==> src/rtl/halt_reporter_if.sv <==
// ----------------------------------------------------------------------------
// halt_reporter_if
//
// Groups the halt-report signals between the CPU/debug side and the
// halt_reporter UART transmitter.
//
//   halt     CPU halted flag, synchronous to clk
//   pc       16-bit CPU program counter, sampled on an accepted halt edge
//   tx       serial 8N1 output, idle high
//   busy     high while a report is in flight
//   overrun  one-cycle pulse when a halt edge arrives while busy
//
// Modports:
//   master  drives halt/pc, observes tx/busy/overrun (CPU side, testbench)
//   slave   the reporter itself
// ----------------------------------------------------------------------------
interface halt_reporter_if;
    logic        halt;
    logic [15:0] pc;
    logic        tx;
    logic        busy;
    logic        overrun;

    modport master (
        output halt,
        output pc,
        input  tx,
        input  busy,
        input  overrun
    );

    modport slave (
        input  halt,
        input  pc,
        output tx,
        output busy,
        output overrun
    );
endinterface : halt_reporter_if

==> src/rtl/halt_reporter.sv <==
// ----------------------------------------------------------------------------
// halt_reporter
//
// UART transmit side of the debug link. On every rising edge of halt that
// arrives while idle, the program counter is captured and a 6-byte ASCII
// report is sent over an 8N1 line: 'H', four uppercase hex digits of the PC
// (most significant first), then '\n'. Bytes are sent back to back with no
// idle gap between a stop bit and the next start bit.
//
// Parameters:
//   CLKS_PER_BIT  clk cycles per serial bit (2..65535)
//
// Ports:
//   clk      system clock, rising edge
//   reset    synchronous, active-high reset
//   bus      halt_reporter_if.slave
//              halt    (in)  CPU halted flag
//              pc      (in)  program counter
//              tx      (out) serial output, idle high
//              busy    (out) report in flight
//              overrun (out) one-cycle pulse for a dropped halt edge
// ----------------------------------------------------------------------------
module halt_reporter #(
    parameter int unsigned CLKS_PER_BIT = 217
) (
    input  logic              clk,
    input  logic              reset,
    halt_reporter_if.slave    bus
);

    localparam logic [15:0] LAST_CNT  = 16'(CLKS_PER_BIT - 1);
    localparam logic [2:0]  LAST_BYTE = 3'd5;
    localparam logic [2:0]  LAST_BIT  = 3'd7;

    typedef enum logic [1:0] {
        IDLE,
        START,
        DATA,
        STOP
    } state_t;

    // Uppercase ASCII hex digit.
    function automatic logic [7:0] hex_char(input logic [3:0] n);
        if (n < 4'd10) begin
            return 8'h30 + {4'h0, n};
        end
        return 8'h37 + {4'h0, n};
    endfunction

    // Character at position idx of the report for program counter p.
    function automatic logic [7:0] report_byte(input logic [2:0] idx,
                                               input logic [15:0] p);
        logic [7:0] c;
        c = 8'h0A;
        case (idx)
            3'd0:    c = 8'h48;
            3'd1:    c = hex_char(p[15:12]);
            3'd2:    c = hex_char(p[11:8]);
            3'd3:    c = hex_char(p[7:4]);
            3'd4:    c = hex_char(p[3:0]);
            default: c = 8'h0A;
        endcase
        return c;
    endfunction

    // ------------------------------------------------------------------
    // Registered state
    // ------------------------------------------------------------------
    state_t      state_q,    state_d;
    logic [15:0] bit_cnt_q,  bit_cnt_d;
    logic [2:0]  bit_idx_q,  bit_idx_d;
    logic [2:0]  byte_idx_q, byte_idx_d;
    logic [15:0] pc_q,       pc_d;
    logic        tx_q,       tx_d;
    logic        busy_q,     busy_d;
    logic        overrun_q,  overrun_d;
    logic        halt_q;

    logic        halt_rise;
    logic        accept;
    logic        bit_done;
    logic [7:0]  cur_byte;

    assign halt_rise = bus.halt & ~halt_q;
    // busy_q is the registered flag, so an edge on the final stop-bit cycle
    // still sees busy=1 and is dropped.
    assign accept    = halt_rise & ~busy_q;
    assign bit_done  = (bit_cnt_q == LAST_CNT);

    // ------------------------------------------------------------------
    // Next-state and output logic
    // ------------------------------------------------------------------
    always_comb begin
        // NOTE: every signal written here gets a default first so no path
        // leaves it unassigned; otherwise synthesis infers a latch.
        state_d    = state_q;
        bit_cnt_d  = bit_cnt_q;
        bit_idx_d  = bit_idx_q;
        byte_idx_d = byte_idx_q;
        pc_d       = pc_q;
        overrun_d  = halt_rise & busy_q;

        case (state_q)
            IDLE: begin
                if (accept) begin
                    state_d    = START;
                    bit_cnt_d  = '0;
                    bit_idx_d  = '0;
                    byte_idx_d = '0;
                    pc_d       = bus.pc;
                end
            end

            START: begin
                if (bit_done) begin
                    state_d   = DATA;
                    bit_cnt_d = '0;
                    bit_idx_d = '0;
                end else begin
                    bit_cnt_d = bit_cnt_q + 16'd1;
                end
            end

            DATA: begin
                if (bit_done) begin
                    bit_cnt_d = '0;
                    if (bit_idx_q == LAST_BIT) begin
                        state_d = STOP;
                    end else begin
                        bit_idx_d = bit_idx_q + 3'd1;
                    end
                end else begin
                    bit_cnt_d = bit_cnt_q + 16'd1;
                end
            end

            STOP: begin
                if (bit_done) begin
                    bit_cnt_d = '0;
                    if (byte_idx_q == LAST_BYTE) begin
                        state_d = IDLE;
                    end else begin
                        // Next start bit follows the stop bit directly.
                        state_d    = START;
                        bit_idx_d  = '0;
                        byte_idx_d = byte_idx_q + 3'd1;
                    end
                end else begin
                    bit_cnt_d = bit_cnt_q + 16'd1;
                end
            end

            default: state_d = IDLE;
        endcase

        // tx and busy are registered from the next state so the line level
        // changes on the same edge that enters each bit.
        cur_byte = report_byte(byte_idx_d, pc_d);
        case (state_d)
            START:   tx_d = 1'b0;
            DATA:    tx_d = cur_byte[bit_idx_d];
            default: tx_d = 1'b1;
        endcase
        busy_d = (state_d != IDLE);
    end

    // ------------------------------------------------------------------
    // State register
    // ------------------------------------------------------------------
    always_ff @(posedge clk) begin
        // NOTE: sequential state uses non-blocking assignments so every
        // register samples the pre-edge values regardless of statement order.
        if (reset) begin
            state_q    <= IDLE;
            bit_cnt_q  <= '0;
            bit_idx_q  <= '0;
            byte_idx_q <= '0;
            pc_q       <= '0;
            tx_q       <= 1'b1;
            busy_q     <= 1'b0;
            overrun_q  <= 1'b0;
            halt_q     <= 1'b0;
        end else begin
            state_q    <= state_d;
            bit_cnt_q  <= bit_cnt_d;
            bit_idx_q  <= bit_idx_d;
            byte_idx_q <= byte_idx_d;
            pc_q       <= pc_d;
            tx_q       <= tx_d;
            busy_q     <= busy_d;
            overrun_q  <= overrun_d;
            halt_q     <= bus.halt;
        end
    end

    assign bus.tx      = tx_q;
    assign bus.busy    = busy_q;
    assign bus.overrun = overrun_q;

endmodule : halt_reporter

==> src/flat_wrapper.sv <==
// flat-port wrapper written by rule: the top's interface ports become plain ports
module halt_reporter_flat 
#(
    parameter int unsigned CLKS_PER_BIT = 217
)
  (clk, reset, bus_halt, bus_pc, bus_tx, bus_busy, bus_overrun);
  halt_reporter_if bus_i ();
  input  logic clk;
  input  logic reset;
  input wire logic [$bits(bus_i.halt)-1:0] bus_halt;
  input wire logic [$bits(bus_i.pc)-1:0] bus_pc;
  output wire logic [$bits(bus_i.tx)-1:0] bus_tx;
  output wire logic [$bits(bus_i.busy)-1:0] bus_busy;
  output wire logic [$bits(bus_i.overrun)-1:0] bus_overrun;
  assign bus_i.halt = bus_halt;
  assign bus_i.pc = bus_pc;
  assign bus_tx = bus_i.tx;
  assign bus_busy = bus_i.busy;
  assign bus_overrun = bus_i.overrun;
  halt_reporter #(.CLKS_PER_BIT(CLKS_PER_BIT)) u_core (.clk(clk), .reset(reset), .bus(bus_i));
endmodule
==> config.mk <==
export PLATFORM = sky130hd
export DESIGN_NAME = halt_reporter_flat
export DESIGN_NICKNAME = d
export VERILOG_FILES = /design/src/rtl/halt_reporter_if.sv /design/src/rtl/halt_reporter.sv /design/src/flat_wrapper.sv
export SDC_FILE = /design/constraint.sdc
export NUM_CORES = 1
export LEC_CHECK = 0
export BUFFER_PORTS_ARGS = -buffer_cell sky130_fd_sc_hd__buf_2
export CELL_PAD_IN_SITES_DETAIL_PLACEMENT = 2
export CELL_PAD_IN_SITES_GLOBAL_PLACEMENT = 2
export CORE_MARGIN = 1
export CORE_UTILIZATION = 36
export DETAILED_ROUTE_END_ITERATION = 12
export GPL_TIMING_DRIVEN = 0
export PLACE_DENSITY = 0.86
export SYNTH_ARGS = -nofsm -noshare
export SYNTH_HDL_FRONTEND = slang
export SYNTH_SLANG_ARGS = --single-unit
==> constraint.sdc <==
create_clock -name clk -period 4.1 [get_ports clk]
set_input_delay 0.82 -clock clk [delete_from_list [all_inputs] [get_ports clk]]
set_output_delay 0.82 -clock clk [all_outputs]
set_load 0.01 [all_outputs]
After elaboration in Yosys (flattened, before gate mapping)
Cells that the tools add are included.
{"block": "totals", "regBits": 44, "in_bits": 19}
{"block": "classes", "n_mux": 43, "eq_ne": 13, "magnitude_cmp": 5, "n_reduce_logical": 4, "bitwise_logic": 5, "n_addsub": 11}
{"cell": "$mux W16", "n": 4}
{"cell": "$mux W8", "n": 8}
{"cell": "$add A6 B4 Y7 const A", "n": 8}
{"cell": "$pmux W8 S5", "n": 1}
{"cell": "$pmux W16 S2", "n": 1}
{"cell": "$mux W3", "n": 9}
{"cell": "$add A16 B1 Y16 const B", "n": 1}
{"cell": "$eq A16 B8 Y1 const B", "n": 1}
{"cell": "$lt A4 B4 Y1 const B", "n": 4}
{"cell": "$pmux W3 S4", "n": 1}
{"cell": "$mux W1", "n": 10}
{"cell": "$mux W2", "n": 5}
{"cell": "$eq A3 B3 Y1 const B", "n": 3}
{"cell": "$pmux W2 S4", "n": 1}
{"cell": "$add A3 B1 Y3 const B", "n": 2}
{"cell": "$eq A2 B2 Y1 const B", "n": 3}
{"cell": "$eq A3 B2 Y1 const B", "n": 2}
{"cell": "$pmux W3 S2", "n": 1}
{"cell": "$eq A2 B1 Y1 const B", "n": 2}
{"cell": "$lt A3 B4 Y1 const B", "n": 1}
{"cell": "$and A1 B1 Y1", "n": 3}
{"cell": "$bmux W1 S3", "n": 1}
{"cell": "$eq A3 B1 Y1 const B", "n": 1}
{"cell": "$logic_not A3 Y1", "n": 1}
{"cell": "6 further kinds", "n": 7}

Logic depth before layout (Yosys ltp)
Gate-level depths: netlist of the first run.
{"block": "depth", "ltp_word": 13, "ltp_mapped": 15}

Worst setup path after synthesis of the first run
Ideal clock, no wire load.
{"block": "synth_path", "path_kind": "input-to-reg", "start": "in bus_halt", "end": "reg u_core.tx_q (netlist: u_core.bus.tx)", "arrival_ns": 3.239, "cell_stages": 13, "t_required_ns": 3.980, "path_slack_ns": 0.741, "setup_time_ns": 0.120, "cell_sequence": "nor4bb_1 > clkbuf_1 > buf_1 > mux2i_1 > ha_1 > nor3b_1 > a31oi_1 > xor2_1 > mux2i_1 > o211ai_1 > o22ai_1 > nor4_2 > a211o_1"}
{"block": "synth_between", "elab_chain_len": 12}
{"item": "from (decl)", "line": "flat_wrapper.sv:10", "source": "input wire logic [$bits(bus_i.halt)-1:0] bus_halt;"}
{"item": "$and A1 B1 Y1 *", "line": "halt_reporter.sv:84", "source": "assign halt_rise = bus.halt & ~halt_q;"}
{"item": "$and A1 B1 Y1 *", "line": "halt_reporter.sv:87", "source": "assign accept = halt_rise & ~busy_q;"}
{"item": "$mux W16", "line": "halt_reporter.sv:105", "source": "if (accept) begin"}
{"item": "$mux W16", "line": "halt_reporter.sv:103", "source": "case (state_q)"}
{"item": "$lt A4 B4 Y1", "line": "halt_reporter.sv:44", "source": "if (n < 4'd10) begin"}
{"item": "$mux W1", "line": "halt_reporter.sv:44"}
{"item": "$mux W1", "line": "halt_reporter.sv:55", "source": "case (idx)"}
{"item": "$mux W8", "line": "halt_reporter.sv:47", "source": "return 8'h37 + {4'h0, n};"}
{"item": "$pmux W8 S5", "line": "halt_reporter.sv:55"}
{"item": "$bmux W1 S3", "line": "halt_reporter.sv:161", "source": "DATA: tx_d = cur_byte[bit_idx_d];"}
{"item": "$mux W1 (implied by the code)", "line": "halt_reporter.sv:161"}
{"item": "$pmux W1 S2 *", "line": "halt_reporter.sv:159", "source": "case (state_d)"}
{"item": "to (signal assigned)", "line": "halt_reporter.sv:189", "source": "tx_q <= tx_d;"}
{"item": "to (decl)", "line": "halt_reporter.sv:74", "source": "logic tx_q, tx_d;"}
Every way passes the cells marked *; elsewhere a longest branch is shown, timed or not. The select of a mux whose other input is x is not followed.
A chain may end at the register's enable or synchronous reset.

Worst setup path in the final report of the first run
{"block": "layout_path", "start": "reg u_core.state_q[0]", "end": "reg u_core.tx_q (netlist: u_core.bus.tx)"}
{"block": "layout_between", "elab_chain_len": 10}
{"item": "from (decl)", "line": "halt_reporter.sv:69", "source": "state_t state_q, state_d;"}
{"item": "from (signal assigned)", "line": "halt_reporter.sv:184", "source": "state_q <= state_d;"}
{"item": "$logic_not A2 Y1", "line": "halt_reporter.sv:103"}
{"item": "$mux W16", "line": "halt_reporter.sv:103"}
{"item": "$lt A4 B4 Y1", "line": "halt_reporter.sv:44"}
{"item": "$mux W1", "line": "halt_reporter.sv:44"}
{"item": "$mux W1", "line": "halt_reporter.sv:55"}
{"item": "$mux W8", "line": "halt_reporter.sv:47"}
{"item": "$pmux W8 S5", "line": "halt_reporter.sv:55"}
{"item": "$bmux W1 S3", "line": "halt_reporter.sv:161"}
{"item": "$mux W1 (implied by the code)", "line": "halt_reporter.sv:161"}
{"item": "$pmux W1 S2 *", "line": "halt_reporter.sv:159"}
Marked as above.

==> summary.log, run 1 <==
[timing] maximum clock skew at final layout 9.22 ps
[synth] count of distinct cell types in the synthesized netlist 60
[timing] fin crit share 91.8%
[timing] Final setup viols 0
[timing] fmax 266 MHz
[setup_path] library cell contributing the largest single delay on the critical path sky130_fd_sc_hd__mux2i_1
[cts] number of hold buffers added after CTS 0
[detailed_routing] number of design rule violations left after detail routing 0
[power] power density cells 291 nW/um2
[grt] GR peak layer met2
[setup_path] classification of the worst setup path flip-flop to flip-flop
[synth] Async S/R FF share, synth 0%
[cts] maximum count of clock buffers along a single path 2
[power] Internal Power 0.000653 W
[synth] syn_nets 397
[timing] Least-Margin Pin Slew 594 ps
[hold_path] worst min-delay path category flip-flop to flip-flop
[cts] CTS tree yes
[power] clock network fraction of total power 31.9%
[die] placeable core region 7810 um2
[setup_path] worst path cell trace inv_1, ha_1, nor4bb_2, clkbuf_1, clkbuf_4, mux2i_1, ha_1, nor3b_1, a31oi_1, xor2_1, mux2i_1, o211ai_1, o22ai_1, nor4_2, a211o_1
[placed_design] post-DP HPWL 6950 um
[detailed_routing] Iter 0 DRT Violations 80
[cts] CTS H-tree lvls 2
[synth] Synth Instances 364
[die] standard-cell row count 32
[grt] met2 GRT Util 39.8%
[setup_path] highest cell delay on the worst timing path 380 ps
[job] number of maximum-capacitance constraint violations 0
[run_status] outcome finished clean
[power] Switching Share 31.3%
[detailed_routing] average routed wire per standard cell 17.8 um
[synth] netlist area before placement 2930 um2
[detailed_routing] detailed-route via count 2864
[grt] met3 GRT Util 3.32%
[synth] Post-synth EDFFs 0
[die] die footprint 8500 um2
[grt] via count of the first global-routing pass 3120
[synth] FF+latch count, synth 44
[timing] Final Hold Fails 0
[synth] Seq/Total Area, Yosys 30.1%
[cts] clock root cell sky130_fd_sc_hd__clkbuf_8
[synth] synthesized area per cell 8.04 um2
[cells_and_area] area added between synthesis and finish 11.6%
[cts] clock insertion delay at the later pin of the skew report 310 ps
[power] static power due to leakage 1.19 nW
[detailed_routing] first-pass iteration count of the detailed router 4
[power] net switching power figure 0.000297 W
[cts] Worst-path clk slew 90 ps
[setup_path] data arrival time of the critical path 3960 ps
[detailed_routing] Total Wirelength 8810 um
[synth] most instantiated library cell after synthesis sky130_fd_sc_hd__nor2_1
[cells_and_area] layout cells sized above 1 12.5%
[power] IR Drop Worst-Case VDD 0.000124 V
[detailed_routing] mean number of vias per cell 5.79
[placed_design] routability-driven placement congestion ratio 0.896
[cells_and_area] filler cell count 927
[grt] remaining global-route overflow 0
[placed_design] number of buffers inserted by port buffering 21
[power] portion of total power attributed to sequential cells 47.8%
[die] DIE WIDTH 92.2 um
[grt] number of antenna violations at the first check in global routing 0
[cts] count of clock tree sinks 44
[detailed_routing] number of nets with antenna violations after routing 0
[timing] total negative slack for setup checks 0 ps
[cells_and_area] Net count, final 425
[die] Initial Utilization 37.5%
[synth] most frequent cells after synthesis 46 x sky130_fd_sc_hd__nor2_1, 44 x sky130_fd_sc_hd__dfxtp_1, 34 x sky130_fd_sc_hd__nand2_1
[power] combinational fraction of design power 20.3%
[grt] global-route usage over all layers 22.4%
[timing] worst slew margin relative to its limit 60.1%
[synth] Area contributors post-synth sky130_fd_sc_hd__dfxtp_1 30%, sky130_fd_sc_hd__mux2i_1 7.2%, sky130_fd_sc_hd__ha_1 6.0%
[timing] setup repair after global routing missed its margin no
[cells_and_area] antenna diode count 0
[grt] met1 layer usage reported by global route 27.5%
[die] I/O pin cnt 22
[power] power after layout 0.000951 W
[grt] first-pass GRT wire length 15200 um
[synth] area share of the largest cell type after synthesis 30.1%
[die] Die Height 92.2 um
[synth] cell accounting for the most synthesized area sky130_fd_sc_hd__dfxtp_1
[setup_path] required time at the worst-slack endpoint 4300 ps
[grt] maximum number of pins on one net before global-route repair 15
[cts] number of CTS-inserted buffers 5
[setup_path] endpoint class of the critical path flip-flop
[setup_path] CP Max Fanout 10
[synth] flip-flop cell with the highest count after synthesis sky130_fd_sc_hd__dfxtp_1
[timing] fin. max-slew vios 0
[setup_path] kind of start point of the critical path flip-flop
[synth] synth warn 0
[timing] Tmin final 3760 ps
-- power groups by stage --
stage / combinational (W) / clock, W / sequential, W
3_5_place_dp: 0.000194 / 0 / 0.000464
6_report: 0.000193 / 0.000303 / 0.000454
2_1_floorplan: 0.000130 / 0 / 0.000462
5_1_grt: 0.000218 / 0.000329 / 0.000456
3_3_place_gp: 0.000185 / 0 / 0.000463
4_1_cts: 0.000195 / 0.000317 / 0.000454
-- state kept, by name, indices dropped and copies added, names as in the netlist --
register            flops
u_core.bit_cnt_q       16
u_core.bit_idx_q        3
u_core.bus.busy         1
u_core.bus.overrun      1
u_core.bus.tx           1
u_core.byte_idx_q       3
u_core.halt_q           1
u_core.pc_q            16
u_core.state_q          2
-- final timing paths --
kind | start | to | slack (ps) | cells after the start
setup / recovery | u_core.state_q[0] | u_core.bus.tx | 340 | 15
hold / removal | u_core.halt_q | u_core.bus.overrun | 500 | 1
setup reg to reg | u_core.state_q[0] | u_core.bus.tx | 340 | 15
hold reg to reg | u_core.halt_q | u_core.bus.overrun | 500 | 1
-- cell type report --
class	instances	area, um2	share of cell area (%)
Buffer	16	73.8	2.26
Clock buffer	6	82.6	2.53
Clock inverter	2	13.8	0.421
Inverter	13	48.8	1.49
Multi-Input combinational cell	291	1930	59.2
Sequential cell	44	881	27.0
Tap cell	102	128	3.91
Timing Repair Buffer	21	105	3.22
-- per-stage QoR --
stage          hold WS, ps  util (%)  setup slack, ps  cell area (um2)  cells
6_report               501      41.8              337             3270    495
5_1_grt                506      41.8             29.8             3270    495
4_1_cts                477      41.7             7.78             3260    495
3_5_place_dp           474      40.5             -164             3160    487
3_3_place_gp           460      40.5             -146             3160    487
2_1_floorplan          436         -              741             2930    364
-- what timing repair did --
action,4_1_cts,5_1_grt
resized for setup,0,3
setup buffers,0,0
setup endpoints to repair,0,1
-- cell families (layout without fill, tap and decap cells) --
family / after synthesis / in the layout / share of synthesized area [%]
AO/OA/AOI/OAI: 85 / 85 / 19.8
XOR/XNOR: 16 / 16 / 4.79
adder cells (fa/ha/maj): 14 / 14 / 5.98
buffers and inverters: 29 / 58 / 4.06
flip-flops: 44 / 44 / 30.1
multiplexers: 23 / 23 / 7.95
AND/OR/NAND/NOR: 153 / 153 / 27.3
-- cell usage in the layout, fill, tap and decap left out, types with 5 or more instances in the layout --
| cell | n |
|---|---|
| sky130_fd_sc_hd__mux2i_1 | 21 |
| sky130_fd_sc_hd__clkbuf_8 | 6 |
| sky130_fd_sc_hd__buf_2 | 22 |
| sky130_fd_sc_hd__nand3_1 | 14 |
| sky130_fd_sc_hd__nand4_1 | 6 |
| sky130_fd_sc_hd__clkbuf_1 | 12 |
| sky130_fd_sc_hd__a21oi_1 | 12 |
| sky130_fd_sc_hd__xor2_1 | 14 |
| sky130_fd_sc_hd__nor3_1 | 5 |
| sky130_fd_sc_hd__a31oi_1 | 7 |
| sky130_fd_sc_hd__ha_1 | 14 |
| sky130_fd_sc_hd__nor3b_1 | 5 |
| sky130_fd_sc_hd__nand2_1 | 34 |
| sky130_fd_sc_hd__or3_1 | 5 |
| sky130_fd_sc_hd__o21ai_0 | 25 |
| sky130_fd_sc_hd__and2_1 | 6 |
| sky130_fd_sc_hd__inv_1 | 13 |
| sky130_fd_sc_hd__dfxtp_1 | 44 |
| sky130_fd_sc_hd__nor2_1 | 46 |
-- metal layers --
metal  wire (um)  part of all wire [%]
met1        4100                    47
met2        4380                    50
met3         173                   2.0
met4         156                   1.8
met5           0                     0
-- critical path, delay by kind of cell (launching register included) --
kind / cells / cell delay [ps]
muxes: 2 / 520
and+or+nand+nor: 3 / 600
DFF: 1 / 340
xor gates and xnor gates: 1 / 170
adders and majority gates: 2 / 520
AOI/OAI and AO/OA: 4 / 660
buffers and inverters: 3 / 850
Power figures use the tool's default switching activity.
==> run 2: changes to the inputs <==
==> constraint.sdc (replaced) <==
create_clock -name clk -period 3.5 [get_ports clk]
set_input_delay 0.7 -clock clk [delete_from_list [all_inputs] [get_ports clk]]
set_output_delay 0.7 -clock clk [all_outputs]
set_load 0.01 [all_outputs]
==> summary.log, run 2 (synthesis results as in run 1) <==
[setup_path] library cell contributing the largest single delay on the critical path sky130_fd_sc_hd__dfxtp_1
[setup_path] CP Max Fanout 10
[placed_design] number of placed instances, taps included 487
[timing] smallest hold slack 501 ps
[timing] Tmin final 3350 ps
[die] I/O pin cnt 22
[grt] number of antenna violations at the first check in global routing 0
[setup_path] data arrival time of the critical path 3550 ps
[cts] CTS tree yes
[setup_path] most numerous cell on the critical path sky130_fd_sc_hd__buf_4
[cells_and_area] non-filler instance count after layout 493
[detailed_routing] detailed-route via count 2827
[grt] remaining global-route overflow 0
[detailed_routing] mean number of vias per cell 5.73
[setup_path] classification of the worst setup path flip-flop to flip-flop
[cells_and_area] area taken by flip-flops and latches 881 um2
[grt] global-route usage over all layers 22.5%
[cells_and_area] most common cell after layout, fill and taps aside sky130_fd_sc_hd__nor2_1
[detailed_routing] Total Wirelength 8970 um
[timing] Final setup viols 0
[setup_path] endpoint class of the critical path flip-flop
[run_status] outcome finished clean
[setup_path] kind of start point of the critical path flip-flop
[detailed_routing] first-pass iteration count of the detailed router 4
[setup_path] highest cell delay on the worst timing path 360 ps
[timing] Least-Margin Pin Slew 598 ps
[detailed_routing] average routed wire per standard cell 18.2 um
[grt] maximum number of pins on one net before global-route repair 15
[detailed_routing] number of design rule violations left after detail routing 0
[cells_and_area] multi-input combinational cell area 1980 um2
[timing] fmax 299 MHz
[hold_path] hold-critical path endpoint u_core.bit_cnt_q[1]
[timing] worst slew margin relative to its limit 59.7%
[cells_and_area] area added between synthesis and finish 13.4%
[setup_path] required time at the worst-slack endpoint 3700 ps
[power] IR Drop Worst-Case VDD 0.000145 V
[cts] clock root cell sky130_fd_sc_hd__clkbuf_8
[cts] buffer count from post-CTS setup fixing 0
[die] die footprint 8500 um2
[timing] maximum clock skew at final layout 10.3 ps
[hold_path] worst min-delay path category flip-flop to flip-flop
[setup_path] R2R depth 15
[hold_path] startpoint of the lowest-slack hold path u_core.bit_cnt_q[1]
[setup_path] worst path cell trace inv_1, ha_2, nor4bb_4, buf_4, buf_4, mux2i_2, ha_1, nor3b_1, a31oi_1, xor2_1, mux2i_1, o211ai_1, o22ai_1, nor4_2, a211o_1
[cells_and_area] layout cells sized above 1 14.6%
[timing] Final Hold Fails 0
[power] power density cells 342 nW/um2
[cts] count of instances resized after the clock tree is built 10
[die] standard-cell row count 32
[detailed_routing] number of nets with antenna violations after routing 0
[setup_path] reg-to-reg endpoint u_core.bus.tx
[grt] via count of the first global-routing pass 3119
[setup_path] worst setup slack for register-to-register paths 150 ps
[cts] CTS H-tree lvls 2
[cells_and_area] registers with the most flip-flops u_core.bit_cnt_q x16, u_core.pc_q x16
[cells_and_area] filler cell count 911
[die] Initial Utilization 37.5%
[power] static power due to leakage 1.20 nW
[cts] count of clock tree sinks 44
[cts] clock insertion delay at the later pin of the skew report 310 ps
[die] placeable core region 7810 um2
[cts] maximum count of clock buffers along a single path 2
[detailed_routing] Iter 0 DRT Violations 63
[job] number of maximum-capacitance constraint violations 0
[cts] number of hold buffers added after CTS 0
[placed_design] routability-driven placement congestion ratio 0.896
[placed_design] post-DP HPWL 6950 um
[cts] number of CTS-inserted buffers 5
[placed_design] number of buffers inserted by port buffering 21
[cells_and_area] antenna diode count 0
[timing] fin crit share 95.7%
[die] Die Height 92.2 um
[cells_and_area] most frequent cells in the layout 46 x sky130_fd_sc_hd__nor2_1, 44 x sky130_fd_sc_hd__dfxtp_1, 34 x sky130_fd_sc_hd__nand2_1
[die] DIE WIDTH 92.2 um
[cts] Worst-path clk slew 90 ps
[timing] fin. max-slew vios 0
[setup_path] worst reg2reg path startpoint u_core.state_q[1]
[hold_path] Hold Path Cell Cnt 2
[grt] first-pass GRT wire length 15200 um
[cells_and_area] Net count, final 423
## run 2: per-stage QoR
step | total power [W] | TNS (ps) | setup slack (ps) | util (%) | area (um2)
2_1_floorplan | 0.000694 | 0 | 261 | - | 2930
3_3_place_gp | 0.000759 | -626 | -626 | 40.5 | 3160
3_5_place_dp | 0.000771 | -644 | -644 | 40.5 | 3160
4_1_cts | 0.00114 | 0 | 6.03 | 42.3 | 3300
5_1_grt | 0.00119 | -102 | -102 | 42.5 | 3320
6_report | 0.00113 | 0 | 150 | 42.5 | 3320
## run 2: routing by layer
metal,up-vias,track usage (%),part of all wire (%)
met5,-,0,0
met2,31,40.2,49
met3,18,2.99,2.1
li1,1374,-,-
met4,0,7.29,1.8
met1,1404,27.6,47
## run 2: final cells by class
cell class                 instances  share of cell area [%]
multi-input combinational        291                    59.8
sequential                        44                    26.5
tap                              102                    3.84
timing repair buffer              21                    3.17
clock buffer                       6                    2.49
buffer                            14                    2.30
inverter                          13                    1.47
clock inverter                     2                   0.415
## run 2: worst max-delay path by stage
stage	end	cells past startpoint	start	slack, ps
6_report	u_core.bus.tx	15	u_core.state_q[1]	150
5_1_grt	u_core.bus.tx	15	u_core.state_q[1]	-100
4_1_cts	u_core.bus.tx	15	u_core.state_q[0]	6
3_5_place_dp	u_core.bus.tx	14	bus_halt	-640
3_3_place_gp	u_core.bus.tx	14	bus_halt	-630
2_1_floorplan	u_core.bus.tx	13	bus_halt	260
## run 2: report_power, final
group	total, W	switching, W	internal [W]
clock network	0.000358	0.000196	0.000162
registers	0.000534	0.0000141	0.000520
logic	0.000243	0.000148	0.0000947
total	0.00113	0.000358	0.000777
## run 2: critical path, delay by kind of cell (launching register included)
kind	cells	cell delay (ps)
simple gates	3	540
buf+inv	3	570
flops	1	360
mux	2	450
compound gates	4	670
xor+xnor	1	180
fa+ha+maj	2	470
==> run 3: changes to the inputs <==
--- a/config.mk
+++ b/config.mk
@@ -12,7 +12,7 @@
 export CORE_UTILIZATION = 36
 export DETAILED_ROUTE_END_ITERATION = 12
 export GPL_TIMING_DRIVEN = 0
-export PLACE_DENSITY = 0.86
+export PLACE_DENSITY_LB_ADDON = 0.12
 export SYNTH_ARGS = -nofsm -noshare
 export SYNTH_HDL_FRONTEND = slang
 export SYNTH_SLANG_ARGS = --single-unit
==> summary.log, run 3 (synthesis results as in run 1) <==
[run_status] outcome finished clean
[cells_and_area] most common cell after layout, fill and taps aside sky130_fd_sc_hd__nor2_1
[cts] Worst-path clk slew 90 ps
[cts] CTS H-tree lvls 2
[timing] fin. max-slew vios 0
[cells_and_area] registers with the most flip-flops u_core.bit_cnt_q x16, u_core.pc_q x16
[die] standard-cell row count 32
[cts] count of clock tree sinks 44
[placed_design] number of buffers inserted by port buffering 21
[timing] maximum clock skew at final layout 11.2 ps
[cells_and_area] area added between synthesis and finish 14.0%
[grt] global-route usage over all layers 22.9%
[cts] maximum count of clock buffers along a single path 2
[die] I/O pin cnt 22
[grt] via count of the first global-routing pass 3035
[die] die footprint 8500 um2
[cells_and_area] layout cells sized above 1 15.0%
[job] number of maximum-capacitance constraint violations 0
[cts] number of hold buffers added after CTS 0
[setup_path] endpoint class of the critical path flip-flop
[setup_path] Buf/Inv on CP 3
[timing] fin crit share 91.5%
[placed_design] Setup WS pre-CTS -672 ps
[detailed_routing] Iter 0 DRT Violations 58
[timing] Least-Margin Pin Slew 693 ps
[die] placeable core region 7810 um2
[setup_path] library cell contributing the largest single delay on the critical path sky130_fd_sc_hd__dfxtp_1
[cts] number of CTS-inserted buffers 5
[detailed_routing] first-pass iteration count of the detailed router 6
[detailed_routing] Total Wirelength 9160 um
[grt] maximum number of pins on one net before global-route repair 13
[die] Die Height 92.2 um
[setup_path] CP Max Fanout 10
[grt] first-pass GRT wire length 15300 um
[placed_design] routability-driven placement congestion ratio 0.851
[timing] worst slew margin relative to its limit 53.4%
[timing] Final Hold Fails 0
[power] power after layout 0.00110 W
[die] DIE WIDTH 92.2 um
[setup_path] required time at the worst-slack endpoint 3680 ps
[detailed_routing] average routed wire per standard cell 18.5 um
[setup_path] data arrival time of the critical path 3380 ps
[detailed_routing] mean number of vias per cell 5.71
[detailed_routing] detailed-route via count 2826
[cells_and_area] Net count, final 426
[detailed_routing] number of nets with antenna violations after routing 0
[setup_path] classification of the worst setup path flip-flop to flip-flop
[power] IR Drop Worst-Case VDD 0.000144 V
[cts] CTS tree yes
[cells_and_area] filler cell count 904
[timing] fmax 312 MHz
[grt] number of antenna violations at the first check in global routing 0
[detailed_routing] number of design rule violations left after detail routing 0
[cells_and_area] area taken by flip-flops and latches 881 um2
[cells_and_area] multi-input combinational cell area 2000 um2
[cells_and_area] antenna diode count 0
[timing] Final setup viols 0
[hold_path] worst min-delay path category flip-flop to flip-flop
[timing] setup repair after global routing missed its margin no
[setup_path] kind of start point of the critical path flip-flop
[setup_path] cell type group with the largest total delay on the critical path compound AO/OA/AOI/OAI gates
[placed_design] post-DP HPWL 7080 um
[timing] final worst setup slack 298 ps
[cells_and_area] most frequent cells in the layout 46 x sky130_fd_sc_hd__nor2_1, 44 x sky130_fd_sc_hd__dfxtp_1, 34 x sky130_fd_sc_hd__nand2_1
[cts] clock root cell sky130_fd_sc_hd__clkbuf_8
[timing] Tmin final 3200 ps
[power] static power due to leakage 1.21 nW
[setup_path] highest cell delay on the worst timing path 360 ps
[grt] remaining global-route overflow 0
[power] power density cells 328 nW/um2
[cts] clock insertion delay at the later pin of the skew report 300 ps
[setup_path] worst path cell trace inv_1, ha_2, nor4bb_4, buf_4, buf_6, mux2i_4, ha_1, nor3b_1, a31oi_1, xor2_1, mux2i_1, o211ai_1, o22ai_1, nor4_2, a211o_1
[die] Initial Utilization 37.5%
run 3: cell types whose count changed in the layout (fill, tap and decap cells not counted), sizes merged:
cell	change
clkbuf	+1
inv	-1
buf	+2
run 3: worst paths after layout:
| kind | start | endpoint | slack, ps | cells past startpoint |
|---|---|---|---|---|
| setup reg to reg | u_core.state_q[1] | u_core.bus.tx | 300 | 15 |
| hold reg to reg | u_core.bit_cnt_q[1] | u_core.bit_cnt_q[1] | 510 | 2 |
| hold / removal | u_core.bit_cnt_q[1] | u_core.bit_cnt_q[1] | 510 | 2 |
| setup / recovery | u_core.state_q[1] | u_core.bus.tx | 300 | 15 |
run 3: layout make-up:
cell class              instances  area share [%]
well taps                     102            3.82
inverters                      13            1.46
plain buffers                  15            2.55
flip-flops and latches         44            26.4
clock buffers                   6            2.17
multi-input cells             291            59.9
repair buffers                 23            3.60
clock inverters                 1           0.150
run 3: metal layers:
| metal | share of wire (%) | vias to the layer above | track usage, % |
|---|---|---|---|
| met4 | 0.74 | 0 | 4.30 |
| met3 | 1.5 | 7 | 2.74 |
| li1 | - | 1372 | - |
| met5 | 0 | - | 0 |
| met2 | 51 | 26 | 42.9 |
| met1 | 47 | 1421 | 27.9 |
run 3: power breakdown:
part           leakage, nW  switching, W  internal [W]
sequential           0.358     0.0000145      0.000520
combinational        0.811      0.000148     0.0000987
clock               0.0410      0.000178      0.000136
run 3: what timing repair did:
action                                 CTS  global route
setup endpoints to repair                1             1
endpoints found under the hold margin    0             0
setup buffers                            0             2
pin swaps                                0             1
resized for setup                       11            12
run 3: stage by stage:
step,cell area (um2),std cells,setup TNS (ps),hold WS [ps],utilization [%]
after floorplan,2930,364,0,436,-
after CTS,3280,494,0,512,42.0
final,3340,495,0,514,42.8
after global placement,3160,487,-490,462,40.5
after detailed placement,3160,487,-672,481,40.5
after global routing,3340,495,0,540,42.8
run 3: worst min-delay path, cell delays in order, from the launching register on:
cell and delay (ps):
sky130_fd_sc_hd__dfxtp_1 340, sky130_fd_sc_hd__nand2_1 70, sky130_fd_sc_hd__a21oi_1 60
